**src/rtl/canvas_pkg.sv**
```systemverilog
// Shared definitions for the canvas sequencer: controller states, default canvas size
// and the 3x3 brush offset table (used only when CANVAS_BRUSH3_EN is defined).
package canvas_pkg;

    localparam int CANVAS_W_DEF = 32;
    localparam int CANVAS_H_DEF = 32;
    localparam int BRUSH_TAPS   = 9;

    typedef enum logic [2:0] {
        IDLE,
        CLEAR,
        PAINT,
        RD,
        HOLD
    } canvas_state_e;

    // Row-major walk from (-1,-1) to (+1,+1) around the painted point.
    localparam int BRUSH_DY [BRUSH_TAPS] = '{-1, -1, -1, 0, 0, 0, 1, 1, 1};
    localparam int BRUSH_DX [BRUSH_TAPS] = '{-1, 0, 1, -1, 0, 1, -1, 0, 1};

endpackage

```
**src/rtl/canvas_brush_gen.sv**
```systemverilog
// Brush cell generator: offsets the painted point by brush tap idx_i and flags cells
// that fall off the canvas. Only built when CANVAS_BRUSH3_EN is defined.
`ifdef CANVAS_BRUSH3_EN
module canvas_brush_gen
    import canvas_pkg::*;
#(
    parameter int CANVAS_W = CANVAS_W_DEF,
    parameter int CANVAS_H = CANVAS_H_DEF,
    localparam int CW = $clog2(CANVAS_W),
    localparam int RW = $clog2(CANVAS_H)
) (
    input  logic [CW-1:0] x_i,
    input  logic [RW-1:0] y_i,
    input  logic [3:0]    idx_i,
    output logic [CW-1:0] col_o,
    output logic [RW-1:0] row_o,
    output logic          in_range_o
);

    int col_s;
    int row_s;

    // Signed arithmetic so edge cells go negative instead of wrapping.
    always_comb begin
        col_s      = int'(x_i) + BRUSH_DX[idx_i];
        row_s      = int'(y_i) + BRUSH_DY[idx_i];
        in_range_o = (col_s >= 0) && (col_s < CANVAS_W) && (row_s >= 0) && (row_s < CANVAS_H);
        col_o      = col_s[CW-1:0];
        row_o      = row_s[RW-1:0];
    end

endmodule
`endif

```
**src/rtl/canvas_seq_ctrl.sv**
```systemverilog
// Canvas sequencer: arbitrates clear / classify / paint requests, drives the canvas
// row-memory ports and streams rows to the model. CANVAS_BRUSH3_EN selects a 3x3 brush.
module canvas_seq_ctrl
    import canvas_pkg::*;
#(
    parameter int CANVAS_W = CANVAS_W_DEF,
    parameter int CANVAS_H = CANVAS_H_DEF,
    localparam int CW = $clog2(CANVAS_W),
    localparam int RW = $clog2(CANVAS_H)
) (
    input  logic                clk,
    input  logic                rst_n,
    input  logic                clear_req,
    input  logic                classify_req,
    input  logic                paint_req,
    input  logic [CW-1:0]       paint_x,
    input  logic [RW-1:0]       paint_y,
    output logic                paint_ack,
    output logic                wr_en,
    output logic [CW-1:0]       wr_col,
    output logic [RW-1:0]       wr_row,
    output logic                row_clr,
    output logic                rd_en,
    output logic [RW-1:0]       rd_row,
    input  logic [CANVAS_W-1:0] rd_data,
    output logic                m_valid,
    output logic [CANVAS_W-1:0] m_data,
    output logic                m_last,
    input  logic                m_ready,
    output logic                busy,
    output logic                clear_done,
    output logic                stream_done
);

    canvas_state_e       state_q, state_d;
    logic [RW-1:0]       row_cnt_q, row_cnt_d;
    logic [CW-1:0]       pt_x_q, pt_x_d;
    logic [RW-1:0]       pt_y_q, pt_y_d;
    logic                m_valid_q, m_valid_d;
    logic                m_last_q, m_last_d;
    logic [CANVAS_W-1:0] m_data_q, m_data_d;
    logic                paint_acc;
    logic                last_row;

`ifdef CANVAS_BRUSH3_EN
    logic [3:0]    brush_q, brush_d;
    logic [CW-1:0] brush_col;
    logic [RW-1:0] brush_row;
    logic          brush_ok;

    canvas_brush_gen #(.CANVAS_W(CANVAS_W), .CANVAS_H(CANVAS_H)) u_brush (
        .x_i       (pt_x_q),
        .y_i       (pt_y_q),
        .idx_i     (brush_q),
        .col_o     (brush_col),
        .row_o     (brush_row),
        .in_range_o(brush_ok)
    );
`endif

    assign last_row    = (row_cnt_q == RW'(CANVAS_H - 1));
    assign busy        = (state_q != IDLE);
    assign m_valid     = m_valid_q;
    assign m_data      = m_data_q;
    assign m_last      = m_last_q;
    // The acknowledge is combinational from the request, so it must also drop while in reset.
    assign paint_ack   = paint_acc && rst_n;

    always_ff @(posedge clk or negedge rst_n) begin
        if (!rst_n) begin
            state_q   <= IDLE;
            row_cnt_q <= '0;
            pt_x_q    <= '0;
            pt_y_q    <= '0;
            m_valid_q <= 1'b0;
            m_last_q  <= 1'b0;
            m_data_q  <= '0;
`ifdef CANVAS_BRUSH3_EN
            brush_q   <= '0;
`endif
        end else begin
            state_q   <= state_d;
            row_cnt_q <= row_cnt_d;
            pt_x_q    <= pt_x_d;
            pt_y_q    <= pt_y_d;
            m_valid_q <= m_valid_d;
            m_last_q  <= m_last_d;
            m_data_q  <= m_data_d;
`ifdef CANVAS_BRUSH3_EN
            brush_q   <= brush_d;
`endif
        end
    end

    always_comb begin
        state_d     = state_q;
        row_cnt_d   = row_cnt_q;
        pt_x_d      = pt_x_q;
        pt_y_d      = pt_y_q;
        m_valid_d   = m_valid_q;
        m_last_d    = m_last_q;
        m_data_d    = m_data_q;
        paint_acc   = 1'b0;
        wr_en       = 1'b0;
        wr_col      = '0;
        wr_row      = '0;
        row_clr     = 1'b0;
        rd_en       = 1'b0;
        rd_row      = '0;
        clear_done  = 1'b0;
        stream_done = 1'b0;
`ifdef CANVAS_BRUSH3_EN
        brush_d     = brush_q;
`endif
        unique case (state_q)
            IDLE: begin
                row_cnt_d = '0;
                if (clear_req) begin
                    state_d = CLEAR;
                end else if (classify_req) begin
                    state_d = RD;
                end else if (paint_req) begin
                    paint_acc = 1'b1;
                    pt_x_d    = paint_x;
                    pt_y_d    = paint_y;
                    state_d   = PAINT;
                end
            end
            CLEAR: begin
                row_clr = 1'b1;
                wr_row  = row_cnt_q;
                if (last_row) begin
                    clear_done = 1'b1;
                    row_cnt_d  = '0;
                    state_d    = IDLE;
                end else begin
                    row_cnt_d = row_cnt_q + 1'b1;
                end
            end
            PAINT: begin
`ifdef CANVAS_BRUSH3_EN
                // Off-canvas taps still take their cycle, just without a write.
                wr_en  = brush_ok;
                wr_col = brush_ok ? brush_col : '0;
                wr_row = brush_ok ? brush_row : '0;
                if (brush_q == 4'(BRUSH_TAPS - 1)) begin
                    brush_d = '0;
                    state_d = IDLE;
                end else begin
                    brush_d = brush_q + 1'b1;
                end
`else
                wr_en   = 1'b1;
                wr_col  = pt_x_q;
                wr_row  = pt_y_q;
                state_d = IDLE;
`endif
            end
            RD: begin
                rd_en   = 1'b1;
                rd_row  = row_cnt_q;
                state_d = HOLD;
            end
            HOLD: begin
                // m_valid is always low on entry, so it doubles as the first-cycle marker.
                if (!m_valid_q) begin
                    m_data_d  = rd_data;
                    m_valid_d = 1'b1;
                    m_last_d  = last_row;
                end else if (m_ready) begin
                    m_valid_d = 1'b0;
                    m_last_d  = 1'b0;
                    if (m_last_q) begin
                        stream_done = 1'b1;
                        row_cnt_d   = '0;
                        state_d     = IDLE;
                    end else begin
                        row_cnt_d = row_cnt_q + 1'b1;
                        state_d   = RD;
                    end
                end
            end
            default: state_d = IDLE;
        endcase
    end

endmodule

```
**config.mk**
```make
export PLATFORM = sky130hd
export DESIGN_NAME = canvas_seq_ctrl
export DESIGN_NICKNAME = d
export VERILOG_FILES = /design/src/rtl/canvas_pkg.sv /design/src/rtl/canvas_brush_gen.sv /design/src/rtl/canvas_seq_ctrl.sv
export SDC_FILE = /design/constraint.sdc
export NUM_CORES = 1
export LEC_CHECK = 0
export BUFFER_PORTS_ARGS = -buffer_cell sky130_fd_sc_hd__buf_2
export CORE_MARGIN = 2
export CORE_UTILIZATION = 50
export DETAILED_ROUTE_END_ITERATION = 8
export PLACE_DENSITY = 0.84
export SYNTH_ARGS = -nofsm -noshare
export SYNTH_HDL_FRONTEND = slang
export SYNTH_SLANG_ARGS = --single-unit
```
**constraint.sdc**
```tcl
create_clock -name clk -period 4 [get_ports clk]
set_input_delay 0.6 -clock clk [delete_from_list [all_inputs] [get_ports clk]]
set_output_delay 0.6 -clock clk [all_outputs]
set_load 0.02 [all_outputs]
```
Word-level counts from Yosys, hierarchy flattened
Index checks and enable logic that the tools add are counted.
- register bits: 52
- latch bits: 0
- bits in writable memories: 0
- memory bits (read-only): 0
- output and inout bits: 56
- logic and storage cells: 63
- memories: 0
- add/subtract/negate cells: 1
- $mul: 0
- divide/modulo/power cells: 0
- $lt $le $gt $ge: 0
- eq/ne operators: 10
- shift operators: 0
- multiplexer cells: 33
- bitwise logic cells: 3
- reduce and logical (&&, ||, !) cells: 9
- operators by type and width (kind ; number):
    $mux W5 ; 6
    $mux W3 ; 6
    $mux W1 ; 17
    $pmux W5 S3 ; 1
    $pmux W3 S4 ; 1
    $pmux W5 S2 ; 1
    $ne A2 B2 Y1 const B ; 4
    $reduce_and A4 Y1 ; 2
    $eq A3 B2 Y1 const B ; 2
    $reduce_bool A3 Y1 ; 2
    $add A5 B1 Y5 const B ; 1
    $eq A5 B5 Y1 const B ; 1
    $ne A4 B4 Y1 const B ; 1
    $reduce_and A2 Y1 ; 2
    $eq A3 B1 Y1 const B ; 1
    $eq A3 B3 Y1 const B ; 1
    $logic_not A3 Y1 ; 1
    $not A1 Y1 ; 3
    $reduce_and A3 Y1 ; 1
    $mux W2 ; 1
    $logic_and A1 B1 Y1 ; 1

Longest topological paths before layout
Gate-level depths: netlist (run 1).
- word-level depth: 5
- mapped depth: 6
- mapped depth without buffers: 6

Worst setup path before layout (run 1)
OpenSTA, ideal clock, no wires.
- path kind: register -> output
- from: register state_q[1]
- to: output port wr_row[0]
- arrival: 1.759 ns
- path slack: 1.641 ns
- cell stages (with the launch flop): 4
- cells stage by stage: dfrtp_1 buf_6 nor3b_1 a22o_1
- word-level cells in the longest chain between the ends: 2
- elaborated cells between the ends (all ways): 3
- ends and longest elaborated chain (element ; RTL line ; RTL):
    start: declaration ; canvas_seq_ctrl.sv:35 ; canvas_state_e state_q, state_d;
    start signal: assignment ; canvas_seq_ctrl.sv:82 ; state_q <= state_d;
    $eq A3 B2 Y1 or $eq A3 B1 Y1 (tied branches) ; canvas_seq_ctrl.sv:115 ; unique case (state_q)
    $pmux W5 S2 * ; canvas_seq_ctrl.sv:115 ;
    end: declaration ; canvas_seq_ctrl.sv:21 ; output logic [RW-1:0] wr_row,
Mark *: on every way between the ends. The rest lies on a longest branch, timed or not.

Worst setup path after layout (run 1)
- from: register state_q[1]
- to: output port wr_row[1]
The elaborated chain is that of the path after synthesis.

==> run summary, run 1 <==
Outcome -> complete, no violations
VDD IR-drop max -> 0.405 mV
Ys flop type -> dfrtp_1
Crit path max fanout -> 11
Clock Skews -> 0.0114 ns
Area of the multi-input gates -> 938 sq um
Initial drt markers -> 87
CTS root buf -> clkbuf_8
CP required -> 3.40 ns
Min Tclk post-route -> 2.76 ns
Post-CTS Setup Inserts -> 0
Area grow syn2layout -> 26.3%
Core Area -> 0.00444 sq mm
Clock sinks -> 52
Port Buf Inserts -> 103
Flip-flop and latch area -> 0.00130 sq mm
Worst-case clock buffer depth -> 2
Initial antenna violation count -> 0
Synth cell types -> 38
CTS Hold Buffers Added -> 0
IO Pins -> 104
Actual slew at the worst max-slew pin -> 1.14 ns
Final worst-path cycle share -> 68.9%
Critical Path Sink Type -> output pin
Pwr per Cell Area -> 748 mW/mm^2
DRC Markers -> 0
Row count -> 24
Worst-skew pair later-pin latency -> 0.31 ns
Die Y -> 72.6 um
Unrepaired setup endpoints after global routing -> false
Critical Path AT -> 2.16 ns
Max frequency -> 0.363 GHz
Nets@finish -> 327
DR WL/cell -> 14.5 um
Via density -> 5.17
First-pass GRT wire length -> 7.67 mm
TritonCTS clock tree -> built
Num CTS Buffers -> 5
Setup TNS -> 0 ns
Dpl ws -> 1.57 ns
Mapped Area -> 0.00235 sq mm
PnR worst setup slack -> 1.24 ns
Pin count of the biggest net entering global routing -> 53
Top post-synthesis cells by count -> 52 x dfrtp_1, 33 x mux2_2, 12 x and2_1
ANT nets after route -> 0
Vias in the first global route -> 1626
R2r worst-path depth -> 6
Final setup fails -> 0
Initial core utilization -> 52.9%
Startpoint Class -> register
Setup Crit Path Kind -> reg2out
Area contributors post-synth -> dfrtp_1 55%, mux2_2 16%, mux2_4 5.8%
GR Overflow Total -> 0
Layout cells sized above 1 -> 57.6%
Syn avg cell area -> 13.4 sq um
Yosys reg bits -> 52
Post-cts sizing count -> 0
Yosys warnings -> 0
Antenna fix cells -> 0
CTS H-tree lvls -> 2
Post-synth EDFFs -> 0
Routability Congestion -> 0.779
Syn nets -> 225
Cell with the most instances after synthesis -> dfrtp_1
Slew Viols, Final -> 0
Overall power -> 2220 uW
Worst-path clk slew -> 0.10 ns
Vias post-DR -> 1706
GRT Util Overall -> 18.9%
Die area -> 0.00526 sq mm
Seq/Total Area, Yosys -> 55.4%
Cells after Synth -> 175
FILL cells -> 330
Cell type with the largest total area after synthesis -> dfrtp_1
Hold Fails Final Rpt -> 0
Die width -> 72.6 um
Worst Hold Class -> in2async
Max Cap Viol -> 0
Synth top area share -> 55.4%
DRT Pass-1 Iters -> 4
Slew HR -> 24.0%
Final WL -> 4.80 mm
Dpl hpwl -> 3.55 mm
FFs w/ async S/R, synth -> 100%
Pleak -> 0.00158 uW
worst max-delay path, cell delays in order (launching register included):
cell and delay, ns:
dfrtp_1 0.49, nor3b_1 0.95, a22o_1 0.25, buf_2 0.16
layout by cell type, fill, tap and decap left out, drive strengths merged:
cell / netlist / layout
buf: 7 / 105
dfrtp: 52 / 52
mux2: 43 / 43
and2: 12 / 12
inv: 10 / 12
a22o: 5 / 5
clkbuf: 3 / 5
nor2: 5 / 5
nand2: 3 / 3
o221ai: 3 / 3
or3: 3 / 3
nor3b: 2 / 2
or2: 2 / 2
o32ai: 2 / 2
a21oi: 2 / 2
nor4b: 2 / 2
o22ai: 2 / 2
o21ai: 2 / 2
ha: 2 / 2
and3b: 1 / 1
and3: 1 / 1
or3b: 1 / 1
nor3: 1 / 1
nor4: 1 / 1
a31oi: 1 / 1
nor4bb: 1 / 1
nand3: 1 / 1
nand2b: 1 / 1
o211ai: 1 / 1
nor2b: 1 / 1
o21bai: 1 / 1
mux2i: 1 / 1
clkinv: 0 / 1
flip-flops by register name, indices dropped and copies added (netlist names):
signal	count
m_data	32
pt_x_q	5
pt_y_q	5
row_cnt_q	5
state_q	3
m_last	1
m_valid	1
cell type report:
type	instances	area share (%)
sequential	52	43.8
multi-input combinational	103	31.6
timing repair buffer	105	17.9
clock buffer	5	2.32
tap	52	2.19
inverter	10	1.26
clock inverter	3	0.885
path summary, 6_finish.rpt:
kind / start / end / slack, ns
worst min register to register: pt_x_q[1] / pt_x_q[1] / 0.51
min in group clk: pt_x_q[1] / pt_x_q[1] / 0.51
worst max-delay path: state_q[1] / wr_row[1] / 1.24
max in group asynchronous: rst_n / state_q[2] / 3.16
worst min-delay path: rst_n / pt_x_q[1] / 0.41
worst max register to register: row_cnt_q[0] / row_cnt_q[2] / 1.84
through the flow:
stage | cell area, sq um | hold WS [ns] | utilization [%] | cells
finish | 2970 | 0.408 | 66.8 | 330
detailed placement | 2870 | 0.489 | 64.6 | 322
CTS | 2970 | 0.439 | 66.8 | 330
global route | 2970 | 0.459 | 66.8 | 330
floorplan | 2350 | 0.304 | - | 175
global placement | 2870 | 0.465 | 64.6 | 322
cells by family after synthesis:
group,count (synthesis),share of synthesized area [%]
flip-flops,52,55.4
AND/OR/NAND/NOR,38,10.4
AO/OA/AOI/OAI,19,6.02
buffers and inverters,20,4.69
multiplexers,44,22.5
adder cells (fa/ha/maj),2,1.06
layer usage:
metal / global-route usage, % / wire, um
met5: 0 / 0
met4: 7.82 / 59
met3: 4.86 / 214
met2: 30.5 / 2470
met1: 24.3 / 2060
power breakdown:
part           internal [uW]  switching (uW)
Clock                    129             182
Combinational            438             545
Sequential               766             161
(Power assumes the default switching activity.)
==> run 2: changes to the inputs <==
--- a/config.mk
+++ b/config.mk
@@ -5,11 +5,12 @@
 export SDC_FILE = /design/constraint.sdc
 export NUM_CORES = 1
 export LEC_CHECK = 0
+export ABC_AREA = 1
 export BUFFER_PORTS_ARGS = -buffer_cell sky130_fd_sc_hd__buf_2
 export CORE_MARGIN = 2
-export CORE_UTILIZATION = 50
+export CORE_UTILIZATION = 47
 export DETAILED_ROUTE_END_ITERATION = 8
-export PLACE_DENSITY = 0.84
+export PLACE_DENSITY = 0.79
 export SYNTH_ARGS = -nofsm -noshare
 export SYNTH_HDL_FRONTEND = slang
 export SYNTH_SLANG_ARGS = --single-unit
==> constraint.sdc (replaced) <==
create_clock -name clk -period 2.8 [get_ports clk]
set_input_delay 0.42 -clock clk [delete_from_list [all_inputs] [get_ports clk]]
set_output_delay 0.42 -clock clk [all_outputs]
set_load 0.02 [all_outputs]
==> run 2 against run 1 <==
  * Design area grew 2.5%
  * Power is 48% higher
  * Critical endpoint is now wr_row[3]
  * Hold slack lost 0.17 ns
  * Setup slack lost 0.53 ns
  * Sequential power increased by 41%
  * Clock power increased by 68%
  * Utilization fell by 3.6 points
  * Die area up 7.4%
  * Register-to-register slack got worse by 0.69 ns
==> run summary, run 2 <==
Post-CTS Setup Inserts -> 0 (unchanged)
Pwr per Cell Area -> 1080 mW/mm^2 (+44%)
Outcome -> complete, no violations
Area contributors post-synth -> dfrtp_1 55%, nand2_1 15%, nand3_1 9.0%
Initial core utilization -> 49.5% (-3.4 points)
Placed Area -> 0.00293 sq mm (+1.9%)
Min Tclk post-route -> 2.08 ns
CP required -> 2.38 ns (-1.02 ns)
Layout cells sized above 1 -> 29.8% (-28 points)
Port Buf Inserts -> 103 (unchanged)
Routability Congestion -> 0.823 (+5.6%)
Worst-case clock buffer depth -> 2 (unchanged)
Overall power -> 3290 uW (+48%)
Slew Viols, Final -> 0 (unchanged)
Final worst-path cycle share -> 74.4%
IO Pins -> 104 (unchanged)
Worst Hold Class -> in2async
Num CTS Buffers -> 5 (unchanged)
Critical Path AT -> 1.66 ns (-0.50 ns)
Initial antenna violation count -> 0 (unchanged)
Top post-synthesis cells by count -> 96 x nand2_1, 52 x dfrtp_1, 43 x nand3_1
PnR worst setup slack -> 0.716 ns (-0.529 ns)
Synth top area share -> 54.6% (-0.76 points)
Final setup fails -> 0 (unchanged)
Mapped Area -> 0.00238 sq mm (+1.4%)
Final WL -> 5.54 mm (+15%)
Yosys reg bits -> 52 (unchanged)
Setup Crit Path Kind -> reg2out
Unrepaired setup endpoints after global routing -> false
Post-cts sizing count -> 0 (unchanged)
Seq/Total Area, Yosys -> 54.6% (-0.76 points)
Dpl hpwl -> 3.96 mm (+12%)
Vias post-DR -> 2205 (+29%)
ANT nets after route -> 0 (unchanged)
Core Area -> 0.00482 sq mm (+8.4%)
Startpoint Class -> register
Pleak -> 0.00172 uW (+8.3%)
TritonCTS clock tree -> built
Die Y -> 75.2 um (+3.6%)
Post-Layout Inst Area -> 0.00304 sq mm (+2.5%)
Worst-path clk slew -> 0.09 ns (about the same)
Critical Path Sink Type -> output pin
Via density -> 4.76 (-7.9%)
Syn avg cell area -> 8.13 sq um (-39%)
CTS root buf -> clkbuf_8
Clock Skews -> 0.00966 ns (-0.00171 ns)
Max Cap Viol -> 0 (unchanged)
Area grow syn2layout -> 27.7%
Initial drt markers -> 140 (+61%)
DRT Pass-1 Iters -> 4 (unchanged)
Syn nets -> 343 (+52%)
CTS Hold Buffers Added -> 0 (unchanged)
Max FFs per register -> 32 (unchanged)
Crit path max fanout -> 6 (-5)
Worst-skew pair later-pin latency -> 0.31 ns (about the same)
VDD IR-drop max -> 0.522 mV (+29%)
Cell type with the largest total area after synthesis -> dfrtp_1
Dpl ws -> 1.05 ns (-0.522 ns)
Hold Fails Final Rpt -> 0 (unchanged)
Leading cell type in the layout, fill and taps excluded -> buf_2
Antenna fix cells -> 0 (unchanged)
WHS -> 0.242 ns (-0.165 ns)
DRC Markers -> 0 (unchanged)
FFs w/ async S/R, synth -> 100% (unchanged)
Actual slew at the worst max-slew pin -> 0.648 ns (-0.489 ns)
First-pass GRT wire length -> 8.98 mm (+17%)
GRT Util Overall -> 20.8% (+1.9 points)
Post-synth EDFFs -> 0 (unchanged)
FILL cells -> 458 (+39%)
Die area -> 0.00565 sq mm (+7.4%)
Clock sinks -> 52 (unchanged)
Ys flop type -> dfrtp_1
GR Overflow Total -> 0 (unchanged)
Pin count of the biggest net entering global routing -> 53 (unchanged)
Nets@finish -> 445 (+36%)
Cells after Synth -> 293 (+67%)
Yosys warnings -> 0 (unchanged)
Setup TNS -> 0 ns (unchanged)
Row count -> 25 (+4.2%)
Cell with the most instances after synthesis -> nand2_1
Slew HR -> 56.8% (+33 points)
Max frequency -> 0.480 GHz
Synth cell types -> 22 (-42%)
CTS H-tree lvls -> 2 (unchanged)
DR WL/cell -> 12.0 um (-18%)
Die width -> 75.2 um (+3.6%)
Most frequent cells in the layout -> 103 x buf_2, 96 x nand2_1, 52 x dfrtp_1
Vias in the first global route -> 1982 (+22%)
## run 2: cell types whose count changed in the layout (fill, tap and decap cells not counted), moves of 3 or more
cell	previous run	this run
mux2_2	33	0
nand3_1	1	43
nand4_1	0	5
nor2_1	4	17
mux2_4	9	0
o21ai_1	0	7
nand2_1	3	96
o221ai_1	3	0
a22o_1	5	0
inv_1	10	36
o21ai_0	2	15
and2_1	12	0
## run 2: path summary, 6_finish.rpt
kind	cells past startpoint	from	slack (ns)	to
worst min-delay path	2	rst_n	0.24	pt_x_q[3]
worst max register to register	6	state_q[1]	1.15	m_data[18]
max in group asynchronous	2	rst_n	2.13	m_data[15]
min in group clk	3	paint_y[3]	0.34	pt_y_q[3]
worst min register to register	2	m_data[28]	0.47	m_data[28]
worst max-delay path	6	state_q[2]	0.72	wr_row[3]
## run 2: logic make-up after synthesis
group,synth area share [%]
flip-flops,54.6
adder cells (fa/ha/maj),1.05
AND/OR/NAND/NOR,29.8
XOR/XNOR,0.368
AO/OA/AOI/OAI,4.83
buffers and inverters,9.35
## run 2: report_power, final
| group | switching [uW] | internal [uW] | leakage [uW] |
|---|---|---|---|
| registers | 215 | 1090 | 0.000591 |
| clock network | 254 | 269 | 0.0000548 |
| logic | 998 | 458 | 0.00107 |
## run 2: through the flow
step	std cells	utilization, %
global route	463	63.1
detailed placement	455	60.8
CTS	463	63.1
finish	463	63.1
floorplan	293	-
global placement	455	60.8
## run 2: critical path, stage by stage, from the launching register on
cell	delay (ns)
dfrtp_1	0.43
inv_1	0.15
nand3_1	0.22
inv_1	0.22
nand2_1	0.07
o21ai_0	0.08
buf_2	0.19
## run 2: metal layers
metal  wire length (um)  up-vias  global-route usage (%)
li1                   -     1123                       -
met1               2520     1006                    27.9
met2               2650       72                    33.4
met3                345        4                    5.76
met4                 29        0                    5.65
met5                  0        -                       0
## run 2: final cells by class
type,count,area [sq um],share of cell area (%)
Inverter,38,145,4.77
Multi-Input combinational cell,192,858,28.2
Timing Repair Buffer,106,538,17.7
Sequential cell,52,1300,42.8
Tap cell,67,83.8,2.76
Clock inverter,3,46.3,1.52
Clock buffer,5,68.8,2.26
